### config.mk
export PLATFORM = sky130hd
export DESIGN_NAME = mem_access_unit_flat
export DESIGN_NICKNAME = d
export VERILOG_FILES = /design/src/rtl/mem_access_unit_if.sv /design/src/rtl/mem_access_unit.sv /design/src/flat_wrapper.sv
export SDC_FILE = /design/constraint.sdc
export NUM_CORES = 1
export LEC_CHECK = 0
export CORE_ASPECT_RATIO = 1.5
export CORE_MARGIN = 2
export CORE_UTILIZATION = 35
export DETAILED_ROUTE_END_ITERATION = 6
export SETUP_SLACK_MARGIN = 0.05
export SYNTH_ARGS = -nofsm -noshare
export SYNTH_HDL_FRONTEND = slang
export SYNTH_SLANG_ARGS = --single-unit
export TNS_END_PERCENT = 100
### constraint.sdc
create_clock -name clk -period 3.1 [get_ports clk]
set_input_delay 0.62 -clock clk [delete_from_list [all_inputs] [get_ports clk]]
set_output_delay 0.62 -clock clk [all_outputs]
set_load 0.01 [all_outputs]
### src/rtl/mem_access_unit_if.sv
// Bus bundle between the MEM-stage pipeline, the access unit and data memory.
// The unit takes the slave view; the pipeline/memory side takes the master view.
interface mem_access_unit_if #(
  parameter int ADDR_W = 16,
  parameter int DATA_W = 16
);
  logic              req_valid;
  logic              req_ready;
  logic              req_store;
  logic [ADDR_W-1:0] req_addr;
  logic [DATA_W-1:0] req_wdata;
  logic              resp_valid;
  logic              resp_ready;
  logic [DATA_W-1:0] resp_rdata;
  logic              resp_err;
  logic              mem_read;
  logic              mem_write;
  logic [ADDR_W-1:0] mem_address;
  logic [DATA_W-1:0] mem_wdata;
  logic [DATA_W-1:0] mem_rdata;

  modport slave (
    input  req_valid, req_store, req_addr, req_wdata, resp_ready, mem_rdata,
    output req_ready, resp_valid, resp_rdata, resp_err,
           mem_read, mem_write, mem_address, mem_wdata
  );

  modport master (
    output req_valid, req_store, req_addr, req_wdata, resp_ready, mem_rdata,
    input  req_ready, resp_valid, resp_rdata, resp_err,
           mem_read, mem_write, mem_address, mem_wdata
  );
endinterface

### src/rtl/mem_access_unit.sv
// Load/store initiator: one request at a time, single-cycle memory strobe,
// registered response with bounds checking and access statistics.
module mem_access_unit #(
  parameter int ADDR_W    = 16,
  parameter int DATA_W    = 16,
  parameter int MEM_DEPTH = 256,
  parameter int CNT_W     = 16
) (
  input  logic              clk,
  input  logic              rst_n,
  mem_access_unit_if.slave  bus,
  output logic              busy,
  output logic [CNT_W-1:0]  load_count,
  output logic [CNT_W-1:0]  store_count,
  output logic [CNT_W-1:0]  err_count
);

  typedef enum logic [1:0] {IDLE, READ, WRITE, RESP} state_t;

  // One extra bit so MEM_DEPTH == 2**ADDR_W still compares correctly.
  localparam logic [ADDR_W:0] DEPTH_LIMIT = (ADDR_W + 1)'(MEM_DEPTH);

  state_t            state, state_next;
  logic              accept;
  logic              out_of_range;
  logic [ADDR_W-1:0] addr_q;
  logic [DATA_W-1:0] wdata_q;
  logic [DATA_W-1:0] rdata_q;
  logic              err_q;

  assign accept       = (state == IDLE) && bus.req_valid;
  assign out_of_range = {1'b0, bus.req_addr} >= DEPTH_LIMIT;

  always_ff @(posedge clk or negedge rst_n) begin
    if (!rst_n) state <= IDLE;
    else        state <= state_next;
  end

  always_comb begin
    state_next = state;
    case (state)
      IDLE: begin
        if (accept) begin
          if (out_of_range)       state_next = RESP;
          else if (bus.req_store) state_next = WRITE;
          else                    state_next = READ;
        end
      end
      READ:    state_next = RESP;
      WRITE:   state_next = RESP;
      RESP:    if (bus.resp_ready) state_next = IDLE;
      default: state_next = IDLE;
    endcase
  end

  // Strobes come straight from the state register so they drop with reset.
  always_comb begin
    bus.req_ready  = (state == IDLE);
    bus.resp_valid = (state == RESP);
    bus.mem_read   = (state == READ);
    bus.mem_write  = (state == WRITE);
    busy           = (state != IDLE);
  end

  assign bus.mem_address = addr_q;
  assign bus.mem_wdata   = wdata_q;
  assign bus.resp_rdata  = rdata_q;
  assign bus.resp_err    = err_q;

  always_ff @(posedge clk or negedge rst_n) begin
    if (!rst_n) begin
      addr_q      <= '0;
      wdata_q     <= '0;
      rdata_q     <= '0;
      err_q       <= 1'b0;
      load_count  <= '0;
      store_count <= '0;
      err_count   <= '0;
    end else begin
      case (state)
        IDLE: begin
          if (accept) begin
            addr_q  <= bus.req_addr;
            wdata_q <= bus.req_wdata;
            rdata_q <= '0;
            err_q   <= out_of_range;
            if (out_of_range && (err_count != '1))
              err_count <= err_count + 1'b1;
          end
        end
        READ: begin
          rdata_q    <= bus.mem_rdata;
          load_count <= load_count + 1'b1;
        end
        WRITE:   store_count <= store_count + 1'b1;
        default: ;
      endcase
    end
  end

endmodule

### src/flat_wrapper.sv
// flat-port wrapper written by rule: the top's interface ports become plain ports
module mem_access_unit_flat 
#(
  parameter int ADDR_W    = 16,
  parameter int DATA_W    = 16,
  parameter int MEM_DEPTH = 256,
  parameter int CNT_W     = 16
)
  (clk, rst_n, busy, load_count, store_count, err_count, bus_req_valid, bus_req_store, bus_req_addr, bus_req_wdata, bus_resp_ready, bus_mem_rdata, bus_req_ready, bus_resp_valid, bus_resp_rdata, bus_resp_err, bus_mem_read, bus_mem_write, bus_mem_address, bus_mem_wdata);
  mem_access_unit_if #(.ADDR_W(ADDR_W), .DATA_W(DATA_W)) bus_i ();
  input  logic clk;
  input  logic rst_n;
  output logic busy;
  output logic [CNT_W-1:0] load_count;
  output logic [CNT_W-1:0] store_count;
  output logic [CNT_W-1:0] err_count;
  input wire logic [$bits(bus_i.req_valid)-1:0] bus_req_valid;
  input wire logic [$bits(bus_i.req_store)-1:0] bus_req_store;
  input wire logic [$bits(bus_i.req_addr)-1:0] bus_req_addr;
  input wire logic [$bits(bus_i.req_wdata)-1:0] bus_req_wdata;
  input wire logic [$bits(bus_i.resp_ready)-1:0] bus_resp_ready;
  input wire logic [$bits(bus_i.mem_rdata)-1:0] bus_mem_rdata;
  output wire logic [$bits(bus_i.req_ready)-1:0] bus_req_ready;
  output wire logic [$bits(bus_i.resp_valid)-1:0] bus_resp_valid;
  output wire logic [$bits(bus_i.resp_rdata)-1:0] bus_resp_rdata;
  output wire logic [$bits(bus_i.resp_err)-1:0] bus_resp_err;
  output wire logic [$bits(bus_i.mem_read)-1:0] bus_mem_read;
  output wire logic [$bits(bus_i.mem_write)-1:0] bus_mem_write;
  output wire logic [$bits(bus_i.mem_address)-1:0] bus_mem_address;
  output wire logic [$bits(bus_i.mem_wdata)-1:0] bus_mem_wdata;
  assign bus_i.req_valid = bus_req_valid;
  assign bus_i.req_store = bus_req_store;
  assign bus_i.req_addr = bus_req_addr;
  assign bus_i.req_wdata = bus_req_wdata;
  assign bus_i.resp_ready = bus_resp_ready;
  assign bus_i.mem_rdata = bus_mem_rdata;
  assign bus_req_ready = bus_i.req_ready;
  assign bus_resp_valid = bus_i.resp_valid;
  assign bus_resp_rdata = bus_i.resp_rdata;
  assign bus_resp_err = bus_i.resp_err;
  assign bus_mem_read = bus_i.mem_read;
  assign bus_mem_write = bus_i.mem_write;
  assign bus_mem_address = bus_i.mem_address;
  assign bus_mem_wdata = bus_i.mem_wdata;
  mem_access_unit #(.ADDR_W(ADDR_W), .DATA_W(DATA_W), .MEM_DEPTH(MEM_DEPTH), .CNT_W(CNT_W)) u_core (.clk(clk), .rst_n(rst_n), .bus(bus_i), .busy(busy), .load_count(load_count), .store_count(store_count), .err_count(err_count));
endmodule
**After elaboration in Yosys (flattened, before gate mapping)**

Index checks and enable logic that the tools add are counted.

- Add/sub/neg operators: 3
- Magnitude comparators: 1
- Multipliers: 0
- Reductions and logical operators: 10
- Muxes and demuxes: 7
- Shift-type cells: 0
- Equal/unequal tests: 6
- Bitwise gates (word level): 0
- Div/mod/pow operators: 0

Operators by type and width:

| operator | number |
|---|---|
| adder 16 x 1 -> 16 bit (second input constant) | 3 |
| case mux 16 bit (2 select lines) | 1 |
| greater-or-equal comparator 16 x 9 -> 1 bit (second input constant) | 1 |
| two-way mux 16 bit | 1 |
| != test 16 bit (second input constant) | 1 |
| two-way mux 2 bit | 4 |
| case mux 2 bit (3 select lines) | 1 |
| AND reduction 2 bit | 3 |
| equality test 2 bit (second input constant) | 2 |
| nonzero test 2 bit | 2 |
| AND reduction 3 bit | 1 |
| equality test 2 x 1 -> 1 bit (second input constant) | 1 |
| logical AND 1 bit | 2 |
| zero test 2 bit | 1 |
| != test 2 x 1 -> 1 bit (second input constant) | 1 |
| != test 2 bit (second input constant) | 1 |
| OR reduction 2 bit | 1 |

- Memories kept: 0
- Flip-flop bits (word level): 99
- RAM bits: 0
- Word-level logic and storage cells: 35
- Output and inout port bits: 102
- Input port bits: 53
- Bits in latches: 0
- Bits in read-only memories: 0

**Logic depth before layout (Yosys ltp)**

- Depth in word-level cells: 4
- Gate-level depth with buffers: 8
- Mapped depth without buffers: 6

**Least setup slack after synthesis**

Ideal clock, no wire load.

- Path type: input to register
- From: input bus_req_addr[10]
- To: register u_core.state[1]
- Slack: 1.155 ns
- Arrival: 1.825 ns
- Path buffers: 0
- Required time: 2.979 ns
- Cell stages on the path: 3
- Setup time: 0.121 ns
- Path through: or4_4 or4_1 a22o_1

- Word-level cells in the longest chain between the ends: 4

RTL lines:

| element | line | text |
|---|---|---|
| from (decl) | flat_wrapper.sv:19 | `input wire logic [$bits(bus_i.req_addr)-1:0] bus_req_addr;` |
| greater-or-equal comparator 16 x 9 -> 1 bit | mem_access_unit.sv:32 | `assign out_of_range = {1'b0, bus.req_addr} >= DEPTH_LIMIT;` |
| two-way mux 2 bit | mem_access_unit.sv:44 | `if (out_of_range) state_next = RESP;` |
| two-way mux 2 bit | mem_access_unit.sv:43 | `if (accept) begin` |
| case mux 2 bit (3 select lines) | mem_access_unit.sv:41 | `case (state)` |
| to (signal assigned) | mem_access_unit.sv:36 | `else state <= state_next;` |
| to (decl) | mem_access_unit.sv:23 | `state_t state, state_next;` |

No other way between the ends. The select of a mux whose other input is x is not followed.
A chain may end at the register's enable or synchronous reset.

**Worst setup path after layout**

- From: register u_core.state[0]
- To: output busy

- Word-level cells in the longest chain between the ends: 1

RTL lines:

| element | line | text |
|---|---|---|
| nonzero test 2 bit | mem_access_unit.sv:62 | `busy = (state != IDLE);` |
| to (decl) | flat_wrapper.sv:13 | `output logic busy;` |

No other way between the ends.

==> run metrics <==
total core area=about 12000 sq um; number of enable flip-flop cells after synthesis=0; unrepaired setup endpoints after global routing=no; Critical Path End=busy; post-synthesis register bit count=99; Post-route DRC=0; clock-pin slew on the worst setup and hold paths=~0.07 ns; Crit Path Max Fanout=20; Placed Cells=~660; slowest cell delay on critical path=0.56 ns; post-DP HPWL=roughly 7.9 mm; Initial Util=about 35%; total of max-cap violations=0; cts hold-fix bufs=0; Top FF cell, synth=dfrtp_1; most common library cells after synthesis=dfrtp_1, mux2_2, xor2_1; non-filler cells, final=675; I/O pins=roughly 160; CTS Buffer Depth=2; Pins Over Slew Limit=0; largest net degree at the start of global routing=between 50 and 60; YS warnings=0; PwrDens=890 nW/um^2; highest clock rate=between 300 and 400 MHz; GRT Total Usage=roughly 17%; crit path capture type=output pin; Worst IR Drop VDD=around 0.0005 V; Detailed Route WL=~11 mm; post-route ant nets=0; Max-slew headroom=a little over a fifth; Num CTS Buffers=9; die area=13500 sq um; Die Y=between 100 and 150 um; CTS resizes=0; Seq/Total Area, Yosys=a little under three fifths; most used cell, CP=inv_1; run status=finished, final reports clean; Post-Place Worst Slack=about 0.58 ns; Placement Cell Area=between 6000 and 7000 sq um; crit path from=u_core.state[0]; grt total ovfl=0; final count of hold timing violations=0; Hold Crit Class=in -> async; period utilization=between 80% and 90%; WP buf/inv=4; final setup fails=0; slowest cell on the critical path=clkdlybuf4s50_1; clk root buf=clkbuf_16; clock skew=0.00581 ns; delay-heaviest family, CP=buffers and inverters; Worst Path Arrival=1.98 ns; PnR worst setup slack=0.497 ns; Via density=roughly 5.0; first-pass GRT wire length=18.0 mm; CP Launch Type=flip-flop; number of setup buffers added after CTS=0; Fin Setup TNS=0 ns; n_diodes=0; CTS Sinks=99; min cycle time layout=about 2.6 ns; Placer Congestion=about 0.78; count leader, synth=dfrtp_1; worst path cell trace=inv_1 -> ha_1 -> buf_4 -> inv_1 -> clkdlybuf4s50_1; detail-routed net length per standard cell=~16 um; Mapped Area=4390 sq um; register-to-register setup slack=about 0.72 ns; r2r endpoint=u_core.bus.resp_rdata[6]; number of global-route vias before repair=around 3500; TritonRoute pass-1 iters=4; fin nets=about 570; share of the synthesized area in the top cell type=approximately 56%; fraction of layout cells with a size suffix above 1=between 10 and 15%; Leakage=2.73 nW; Synth cell types=38; CTS H-tree depth=3; area delta synth->final=48.1%; TritonCTS clock tree=yes; asr flop ratio synth=100%; Core Rows=50; synthesized area per cell=approximately 12 sq um; Post-Syn Instances=approximately 360; antenna violations before repair=0; Die X=about 95 um; IO Port Bufs=~150; vias post-DR=3344; First DRT Iteration DRCs=approximately 110; Worst EP required=2.48 ns; WP depth=5; ranking of synthesized cells by area=dfrtp_1, mux2_2, xor2_1; leading area contributor after synthesis=dfrtp_1; worst skew pair latency=0.34 ns; Design Area, Final=6500 sq um; Setup CP Type=reg -> out; syn_nets=approximately 420; critical register-to-register path startpoint=u_core.state[0]; R2R depth=7; worst slew pin tran=~1.2 ns; Fill cells=about 1100
registers in the layout (all words and copies together), names as in the netlist:
name                    cells
u_core.bus.mem_wdata       16
u_core.load_count          16
u_core.bus.mem_address     16
u_core.bus.resp_err         1
u_core.state                2
u_core.store_count         16
u_core.err_count           16
u_core.bus.resp_rdata      16
worst min-delay path by stage:
stage,from,cells past startpoint,slack (ns),to
floorplan,rst_n,0,0.32,u_core.bus.mem_address[0]
global placement,u_core.load_count[15],1,0.46,u_core.load_count[15]
detailed placement,u_core.bus.resp_err,2,0.47,u_core.bus.resp_err
CTS,rst_n,1,0.28,u_core.bus.mem_address[3]
global route,rst_n,1,0.29,u_core.bus.mem_address[3]
finish,rst_n,1,0.25,u_core.bus.mem_address[3]
routing by layer:
metal  track usage [%]  routed length (um)
met3              4.44                 623
met5                 0                   0
met4              5.64                 193
met1              19.7                4100
met2              30.0                5830
metrics by stage:
stage | hold slack [ns] | power, mW | util [%]
2_1_floorplan | 0.324 | 3.17 | -
4_1_cts | 0.276 | 5.88 | 52.5
3_5_place_dp | 0.471 | 4.47 | 49.5
5_1_grt | 0.293 | 6.14 | 52.5
6_report | 0.251 | 5.79 | 52.5
3_3_place_gp | 0.461 | 4.42 | 49.5
cells in the final DEF (no fill, tap or decap), types with 2 or more instances in the layout:
cell type	n
a22o_1	2
a22oi_1	16
and3_1	3
and4_1	2
buf_4	6
bufinv_16	4
clkbuf_16	9
clkdlybuf4s50_1	153
dfrtp_1	99
ha_1	7
inv_1	7
mux2_2	34
mux2i_1	16
nand2_1	21
nand3_1	12
nand4_1	13
nor2_1	16
nor3_1	9
nor4_1	6
nor4_2	2
o21ai_0	16
or4_4	3
xnor2_1	19
xor2_1	26
layout make-up:
type	instances	area, sq um	area share [%]
clock buffer	9	225	3.46
multi-input combinational	237	1830	28.2
tap	156	195	3.00
clock inverter	7	148	2.27
sequential	99	2480	38.1
inverter	7	26.3	0.404
timing repair buffer	160	1600	24.6
logic make-up after synthesis:
logic type,share of synthesized area [%]
buf+inv,1.97
mux,12.6
xor+xnor,8.97
simple gates,12.5
compound gates,5.53
flops,56.4
fa+ha+maj,1.99
where the power goes:
part / total [mW] / switching, mW / leakage [nW] / internal [mW]
clock network: 1.38 / 0.499 / 0.178 / 0.879
logic: 2.31 / 0.965 / 1.30 / 1.34
registers: 2.10 / 0.355 / 1.25 / 1.74
total: 5.79 / 1.82 / 2.73 / 3.97
Power figures use the tool's default switching activity.
